===== src/rtl/uart_rx.sv =====
// UART receiver: 1 start bit, 8 data bits LSB first, even parity, 1 stop bit.
// Received bytes are presented on a single-entry AXI-Stream master buffer.
//
// Ports:
//   clk_i, rst_n_i        clock, asynchronous active-low reset
//   boudrate_i            baud select (9600/19200/38400/57600/115200, else 9600)
//   rx_i                  asynchronous serial input, idles high
//   mst_axis_tdata_o      received byte
//   mst_axis_tvalid_o     byte available
//   mst_axis_tlast_o      mirrors tvalid (one-beat packets)
//   mst_axis_tready_i     downstream accepts the byte
//   parity_err_o          1-cycle pulse on parity mismatch
//   frame_err_o           1-cycle pulse when the stop bit is sampled low
//   overrun_o             1-cycle pulse when a good byte is dropped (buffer full)
module uart_rx #(
  parameter int unsigned DATA_WIDTH = 8
) (
  input  logic                  clk_i,
  input  logic                  rst_n_i,
  input  logic [16:0]           boudrate_i,
  input  logic                  rx_i,
  output logic [DATA_WIDTH-1:0] mst_axis_tdata_o,
  output logic                  mst_axis_tvalid_o,
  output logic                  mst_axis_tlast_o,
  input  logic                  mst_axis_tready_i,
  output logic                  parity_err_o,
  output logic                  frame_err_o,
  output logic                  overrun_o
);

  typedef enum logic [2:0] {
    StIdle, StStart, StData, StParity, StStop, StWaitIdle
  } state_e;

  state_e                state_q, state_d;
  logic [15:0]           cnt_q, cnt_d;
  logic [3:0]            bit_cnt_q, bit_cnt_d;
  logic [DATA_WIDTH-1:0] shift_q, shift_d;
  logic                  perr_q, perr_d;
  logic                  rx_meta_q, rxs_q;
  logic [DATA_WIDTH-1:0] tdata_q, tdata_d;
  logic                  tvalid_q, tvalid_d;
  logic                  parity_err_q, parity_err_d;
  logic                  frame_err_q, frame_err_d;
  logic                  overrun_q, overrun_d;
  logic [15:0]           div, half;
  logic                  cnt_clr, byte_done, hs;

  always_comb begin
    unique case (boudrate_i)
      17'd19200:  div = 16'd52;
      17'd38400:  div = 16'd26;
      17'd57600:  div = 16'd17;
      17'd115200: div = 16'd8;
      default:    div = 16'd104;
    endcase
  end

  assign half = div >> 1;

  // Two-flop synchroniser; reset to the idle line level.
  always_ff @(posedge clk_i or negedge rst_n_i) begin
    if (!rst_n_i) begin
      rx_meta_q <= 1'b1;
      rxs_q     <= 1'b1;
    end else begin
      rx_meta_q <= rx_i;
      rxs_q     <= rx_meta_q;
    end
  end

  // Comparisons use >= so a baud change mid-frame cannot strand the FSM.
  always_comb begin
    state_d      = state_q;
    bit_cnt_d    = bit_cnt_q;
    shift_d      = shift_q;
    perr_d       = perr_q;
    cnt_clr      = 1'b0;
    byte_done    = 1'b0;
    parity_err_d = 1'b0;
    frame_err_d  = 1'b0;
    unique case (state_q)
      StIdle: begin
        if (!rxs_q) state_d = StStart;
      end
      StStart: begin
        if (cnt_q >= half) begin
          if (!rxs_q) begin
            state_d   = StData;
            bit_cnt_d = 4'd0;
          end else begin
            state_d = StIdle;
          end
        end
      end
      StData: begin
        if (cnt_q >= div) begin
          cnt_clr   = 1'b1;
          shift_d   = {rxs_q, shift_q[DATA_WIDTH-1:1]};
          bit_cnt_d = bit_cnt_q + 4'd1;
          if (bit_cnt_q == 4'(DATA_WIDTH - 1)) state_d = StParity;
        end
      end
      StParity: begin
        if (cnt_q >= div) begin
          perr_d  = rxs_q ^ (^shift_q);
          state_d = StStop;
        end
      end
      StStop: begin
        if (cnt_q >= div) begin
          if (!rxs_q) begin
            frame_err_d = 1'b1;
            state_d     = StWaitIdle;
          end else if (perr_q) begin
            parity_err_d = 1'b1;
            state_d      = StIdle;
          end else begin
            byte_done = 1'b1;
            state_d   = StIdle;
          end
        end
      end
      StWaitIdle: begin
        if (rxs_q) state_d = StIdle;
      end
      default: state_d = StIdle;
    endcase
    cnt_d = (cnt_clr || (state_d != state_q) || (state_q == StIdle)) ? 16'd0 : cnt_q + 16'd1;
  end

  // Single-entry output buffer; a byte landing on a handshake cycle refills it.
  always_comb begin
    tdata_d   = tdata_q;
    tvalid_d  = tvalid_q;
    overrun_d = 1'b0;
    hs        = tvalid_q & mst_axis_tready_i;
    if (byte_done) begin
      if (!tvalid_q || hs) begin
        tdata_d  = shift_q;
        tvalid_d = 1'b1;
      end else begin
        overrun_d = 1'b1;
      end
    end else if (hs) begin
      tvalid_d = 1'b0;
    end
  end

  always_ff @(posedge clk_i or negedge rst_n_i) begin
    if (!rst_n_i) begin
      state_q      <= StIdle;
      cnt_q        <= 16'd0;
      bit_cnt_q    <= 4'd0;
      shift_q      <= '0;
      perr_q       <= 1'b0;
      tdata_q      <= '0;
      tvalid_q     <= 1'b0;
      parity_err_q <= 1'b0;
      frame_err_q  <= 1'b0;
      overrun_q    <= 1'b0;
    end else begin
      state_q      <= state_d;
      cnt_q        <= cnt_d;
      bit_cnt_q    <= bit_cnt_d;
      shift_q      <= shift_d;
      perr_q       <= perr_d;
      tdata_q      <= tdata_d;
      tvalid_q     <= tvalid_d;
      parity_err_q <= parity_err_d;
      frame_err_q  <= frame_err_d;
      overrun_q    <= overrun_d;
    end
  end

  assign mst_axis_tdata_o  = tdata_q;
  assign mst_axis_tvalid_o = tvalid_q;
  assign mst_axis_tlast_o  = tvalid_q;
  assign parity_err_o      = parity_err_q;
  assign frame_err_o       = frame_err_q;
  assign overrun_o         = overrun_q;

endmodule

===== config.mk =====
export PLATFORM = sky130hd
export DESIGN_NAME = uart_rx
export DESIGN_NICKNAME = d
export VERILOG_FILES = /design/src/rtl/uart_rx.sv
export SDC_FILE = /design/constraint.sdc
export NUM_CORES = 1
export LEC_CHECK = 0
export BUFFER_PORTS_ARGS = -buffer_cell sky130_fd_sc_hd__buf_2
export CAP_MARGIN = 10
export CORE_ASPECT_RATIO = 1.4
export CORE_MARGIN = 4
export CORE_UTILIZATION = 40
export DETAILED_ROUTE_END_ITERATION = 7
export PLACE_DENSITY = 0.57
export RECOVER_POWER = 50
export SLEW_MARGIN = 40
export SYNTH_ARGS = -nofsm -noshare
export SYNTH_HDL_FRONTEND = slang
export SYNTH_SLANG_ARGS = --single-unit

===== constraint.sdc =====
create_clock -name clk_i -period 2.6 [get_ports clk_i]
set_input_delay 0.52 -clock clk_i [delete_from_list [all_inputs] [get_ports clk_i]]
set_output_delay 0.52 -clock clk_i [all_outputs]
set_load 0.005 [all_outputs]

# Word-level counts from Yosys, hierarchy flattened
# Cells that the tools add are included.
# op_classes
n_addsub,2
n_lt_le_gt_ge,2
n_eq_ne,15
n_mux,34
n_bitwise,2
n_reduce_logical,13
# ops
cell,n
$eq 17x16->1 const B,2
$pmux 7 s4,1
$mux 3,8
$mux 1,18
$pmux 3 s6,1
$eq 17x15->1 const B,1
$eq 17x17->1 const B,1
$add 16x1->16 const B,1
$ge 16x15->1,1
$ge 16x16->1,1
$mux 16,1
$mux 4,3
$pmux 4 s2,1
$reduce_and 2->1,4
$reduce_xor 8->1,1
$eq 3x2->1 const B,2
$eq 3x3->1 const B,2
$ne 2x2->1 const B,3
$add 4x1->4 const B,1
$eq 4x3->1 const B,1
$reduce_and 4->1,1
$reduce_bool 2->1,2
$eq 3x1->1 const B,1
$logic_not 3->1,1
other kinds (7),9
# word_totals
register_bits,46
in_bits,21

# Logic depth before layout (Yosys ltp)
# depth
depth_word,9
depth_mapped,15

# Worst setup path before layout
# No wires, ideal clock.
# synth_path
kind,input -> register
startpoint,in boudrate_i[9]
endpoint,reg shift_q[3]
setup_ns,0.125
arrival_time_ns,3.437
path_slack_ns,-0.962
path_stages,12
n_path_buf,2
cell_sequence,or4bb_1 > a21oi_1 > o21bai_1 > and2_1 > ha_1 > a21oi_1 > nor2b_1 > or4_1 > buf_6 > o211ai_4 > buf_6 > mux2_4
# synth_between
elab_chain_cells,4
elab_cells_between_ends,7
cone_classes,1 x order compare; 4 x eq/ne; 1 x mux; 1 x reduce/logical
# synth_rtl
element,line_no,text
from (decl),20,"input logic [16:0] boudrate_i,"
"$eq 17x17->1, or another cell as far along",50,unique case (boudrate_i)
$pmux 7 s4 (*),50,
$ge 16x16->1 (*),97,if (cnt_q >= div) begin
$reduce_and 2->1 (no source line) (*),-,
to (signal assigned),166,shift_q <= shift_d;
to (decl),38,"logic [DATA_WIDTH-1:0] shift_q, shift_d;"
# Mark *: on every way between the ends. The rest lies on a longest branch, timed or not.
# A chain may end at the register's enable or synchronous reset.

# Worst setup path in the final report
# layout_path
startpoint,in boudrate_i[1]
endpoint,reg tdata_q[1] (netlist: mst_axis_tdata_o[1])
# layout_between
elab_chain_cells,6
elab_cells_between_ends,9
cone_classes,1 x order compare; 4 x eq/ne; 3 x mux; 1 x reduce/logical
# layout_rtl
element,line_no,text
"$eq 17x17->1, or another cell as far along",50,
$pmux 7 s4 (*),50,
$ge 16x16->1 (*),111,if (cnt_q >= div) begin
$mux 1 (*),111,
$mux 1 (*),82,unique case (state_q)
$reduce_and 2->1 (no source line) (*),-,
to (signal assigned),168,tdata_q <= tdata_d;
to (decl),41,"logic [DATA_WIDTH-1:0] tdata_q, tdata_d;"
# Marks and branches as above.

==> impl_metrics.py <==
metrics = {
    "outcome": {
        "status": "finished with violations",
        "violations": "negative setup slack",
    },
    "synth": {
        "syn_inst": 240,
        "synth_flop_cell": "dfrtp_1",
        "synth_seq_cells": 46,
        "syn_area_per_cell_um2": 11.2,
        "yosysMostFrequentCell": "dfrtp_1",
        "synth.distinct_cells": 53,
        "ys.warnings.count": 0,
        "yosysSeqAreaShare_pct": 43.0,
        "async_flop_share_pct": 100,
        "syn-num-nets": 276,
        "yosys-top-cells-count": "dfrtp_1, ha_1, xnor2_1",
        "mappedNetlistArea_um2": 2680,
        "synth_top_area_cell": "dfrtp_1",
        "synth_area_leaders": "dfrtp_1, ha_1, mux2_2, xnor2_1, nor3_2",
        "synth_top_area_share_pct": 41.1,
        "synth-edff-count": 0,
    },
    "sta": {
        "slew_violations": 0,
        "layout_setup_ws_ns": -0.628,
        "period_share_pct": 124,
        "hold_violations": 0,
        "relSlewSlack_pct": 25.5,
        "rsz0062_at_grt": "true",
        "setup_viol": 44,
        "timing.fmax_ghz": 0.310,
        "min_period_ns": 3.23,
        "tightest_slew_ns": 1.12,
        "skew_ns": 0.0104,
        "fin_hold_ws_ns": 0.314,
        "finalSetupTns_ns": -25.29,
    },
    "floorplanning": {
        "die_area_um2": 8100,
        "die_h_um": 105,
        "die_w_um": 77.2,
        "io_pins": 34,
        "start_util_pct": 40.8,
        "core_region_area_um2": 6570,
        "rows": 35,
    },
    "clocking": {
        "htreeDepth": 2,
        "cts-buffers-inserted": 5,
        "clock_path_buffers": 2,
        "cts_root_buf": "clkbuf_8",
        "cts.clk_slew.worst_paths_ns": 0.09,
        "clk_latency_ns": 0.30,
        "tritoncts": "built",
        "ctsHoldBuffers": 0,
        "cts_num_sinks": 46,
    },
    "finish": {
        "drive_gt1_share_pct": 46.3,
        "multiInputGateArea_um2": 1670,
        "final_cell_area_um2": 3620,
        "finalNonFillerCells": 389,
        "final_core_util_pct": 55.2,
        "diodes": 0,
        "nFillCells": 587,
        "syn_to_final_growth_pct": 35.1,
        "fin_nets": 350,
        "seq_area_um2": 1150,
    },
    "global_route": {
        "grt_usage_pct": 14.5,
        "grt_pass1_vias": 2135,
        "grt_pass1_wl_um": 9630,
        "grt_max_degree": 47,
        "antenna_found_initial": 0,
        "grt-ovfl-total": 0,
    },
    "critical_path": {
        "r2r_start": "cnt_q[13]",
        "required_ns": 2.79,
        "crit_path_top_delay_cell": "or4_1",
        "arrival_ns": 3.42,
        "r2r_cells": 8,
        "cp-end-kind": "register",
        "cpPeakStageDelay_ns": 0.53,
        "r2r_end": "mst_axis_tdata_o[1]",
        "worst-path-max-fanout": 8,
        "startpoint": "boudrate_i[1]",
        "endpoint": "mst_axis_tdata_o[1]",
        "worstPathCellList": "buf_6 > nor4_2 > nand2_1 > or3_4 > o21bai_4 > and2_4 > ha_4 > a21oi_2 > nor2b_1 > or4_1 > buf_6 > o21ai_4 > nor4b_4 > buf_12 > mux2_4",
        "rrSetupSlack_ns": 0.28,
        "path_class": "input pin to register",
        "crit_top_cell": "buf_6",
        "start_kind": "input pin",
    },
    "hold_path": {
        "min_path_cells": 1,
        "hold_class": "input pin to register",
    },
    "routing": {
        "final_antenna_net_count": 0,
        "dr.pass1.iters": 4,
        "drc_errors": 0,
        "drt_iter0_drc": 77,
        "wl_per_cell_um": 14.3,
        "vias": 2031,
        "wirelength_um": 5580,
        "vias_per_cell": 5.22,
    },
    "pwr": {
        "total_power_mw": 1.23,
        "p_leak_nw": 1.67,
        "max-vdd-ir-drop_uv": 199,
        "p_per_area_nw_per_um2": 339,
    },
    "placement": {
        "place_area_um2": 3230,
        "place.gp.congestion": 0.799,
        "io_buffers": 33,
        "place_ws_ns": -1.21,
        "dp_hpwl_um": 4090,
        "dp_cells": 367,
    },
    "run": {
        "maxCapViolCount": 0,
    },
}
==> where the power goes <==
part | switching, mW | internal (mW) | leakage [nW] | total (mW)
Combinational | 0.0308 | 0.0251 | 1.01 | 0.0559
Clock | 0.260 | 0.193 | 0.0408 | 0.452
Sequential | 0.00197 | 0.718 | 0.621 | 0.720
Total | 0.293 | 0.936 | 1.67 | 1.23
==> registers in the layout (all words and copies together) (netlist names) <==
name and flops:
rxs_q 1, rx_meta_q 1, parity_err_o 1, state_q 3, mst_axis_tlast_o 1, mst_axis_tdata_o 8, frame_err_o 1, overrun_o 1
shift_q 8, cnt_q 16, perr_q 1, bit_cnt_q 4
==> area by class of cell <==
class	instances	share of cell area, %
clock buffers	5	1.90
clock inverters	3	0.656
inverters	8	0.829
multi-input cells	180	46.1
flip-flops and latches	46	31.8
well taps	74	2.56
repair buffers	73	16.1
==> kinds of logic (layout without fill, tap and decap cells) <==
group                      count (synthesis)  count (layout)  share of synthesized area [%]
and+or+nand+nor                           93              93                           22.3
DFF                                       46              46                           43.0
AOI/OAI and AO/OA                         35              35                           10.8
xor gates and xnor gates                  22              22                           7.19
adders and majority gates                 15              15                           7.00
muxes                                     15              15                           6.44
buffers and inverters                     14              89                           3.22
==> worst max-delay path: cells and delay by family <==
family | cells | cell delay, ns
simple gates | 7 | 1.58
mux | 1 | 0.29
fa+ha+maj | 1 | 0.20
compound gates | 3 | 0.40
buf+inv | 3 | 0.42
==> metal layers <==
layer / vias to the layer above / GRT usage (%) / wire [um]
li1: 1014 / - / -
met4: 0 / 5.22 / 128
met3: 12 / 2.33 / 116
met2: 28 / 27.1 / 3000
met5: - / 0 / 0
met1: 977 / 16.3 / 2330
==> placed cells by master (no fill, tap or decap), types with 12 or more instances in the layout <==
cell,netlist,routed
buf_2,0,30
buf_4,1,25
buf_6,4,12
dfrtp_1,44,44
ha_1,15,14
mux2_4,1,13
nand2_1,14,13
nor3_2,11,12
xnor2_1,15,15
==> what timing repair did <==
action / in CTS / in global routing
gates resized for setup: 23 / 19
setup endpoints to repair: 44 / 44
buffers inserted: 11 / 5
endpoints found under the hold margin: 0 / 0
pin swaps: 8 / 21
gates cloned: 1 / 0
==> how the worst min path moves through the flow <==
stage	start	end	slack, ns
CTS	rx_i	rx_meta_q	0.30
global placement	rx_meta_q	rxs_q	0.35
global route	rx_i	rx_meta_q	0.30
floorplan	rst_n_i	bit_cnt_q[0]	0.22
finish	rx_i	rx_meta_q	0.31
detailed placement	rx_meta_q	rxs_q	0.35
(Power assumes the default switching activity.)
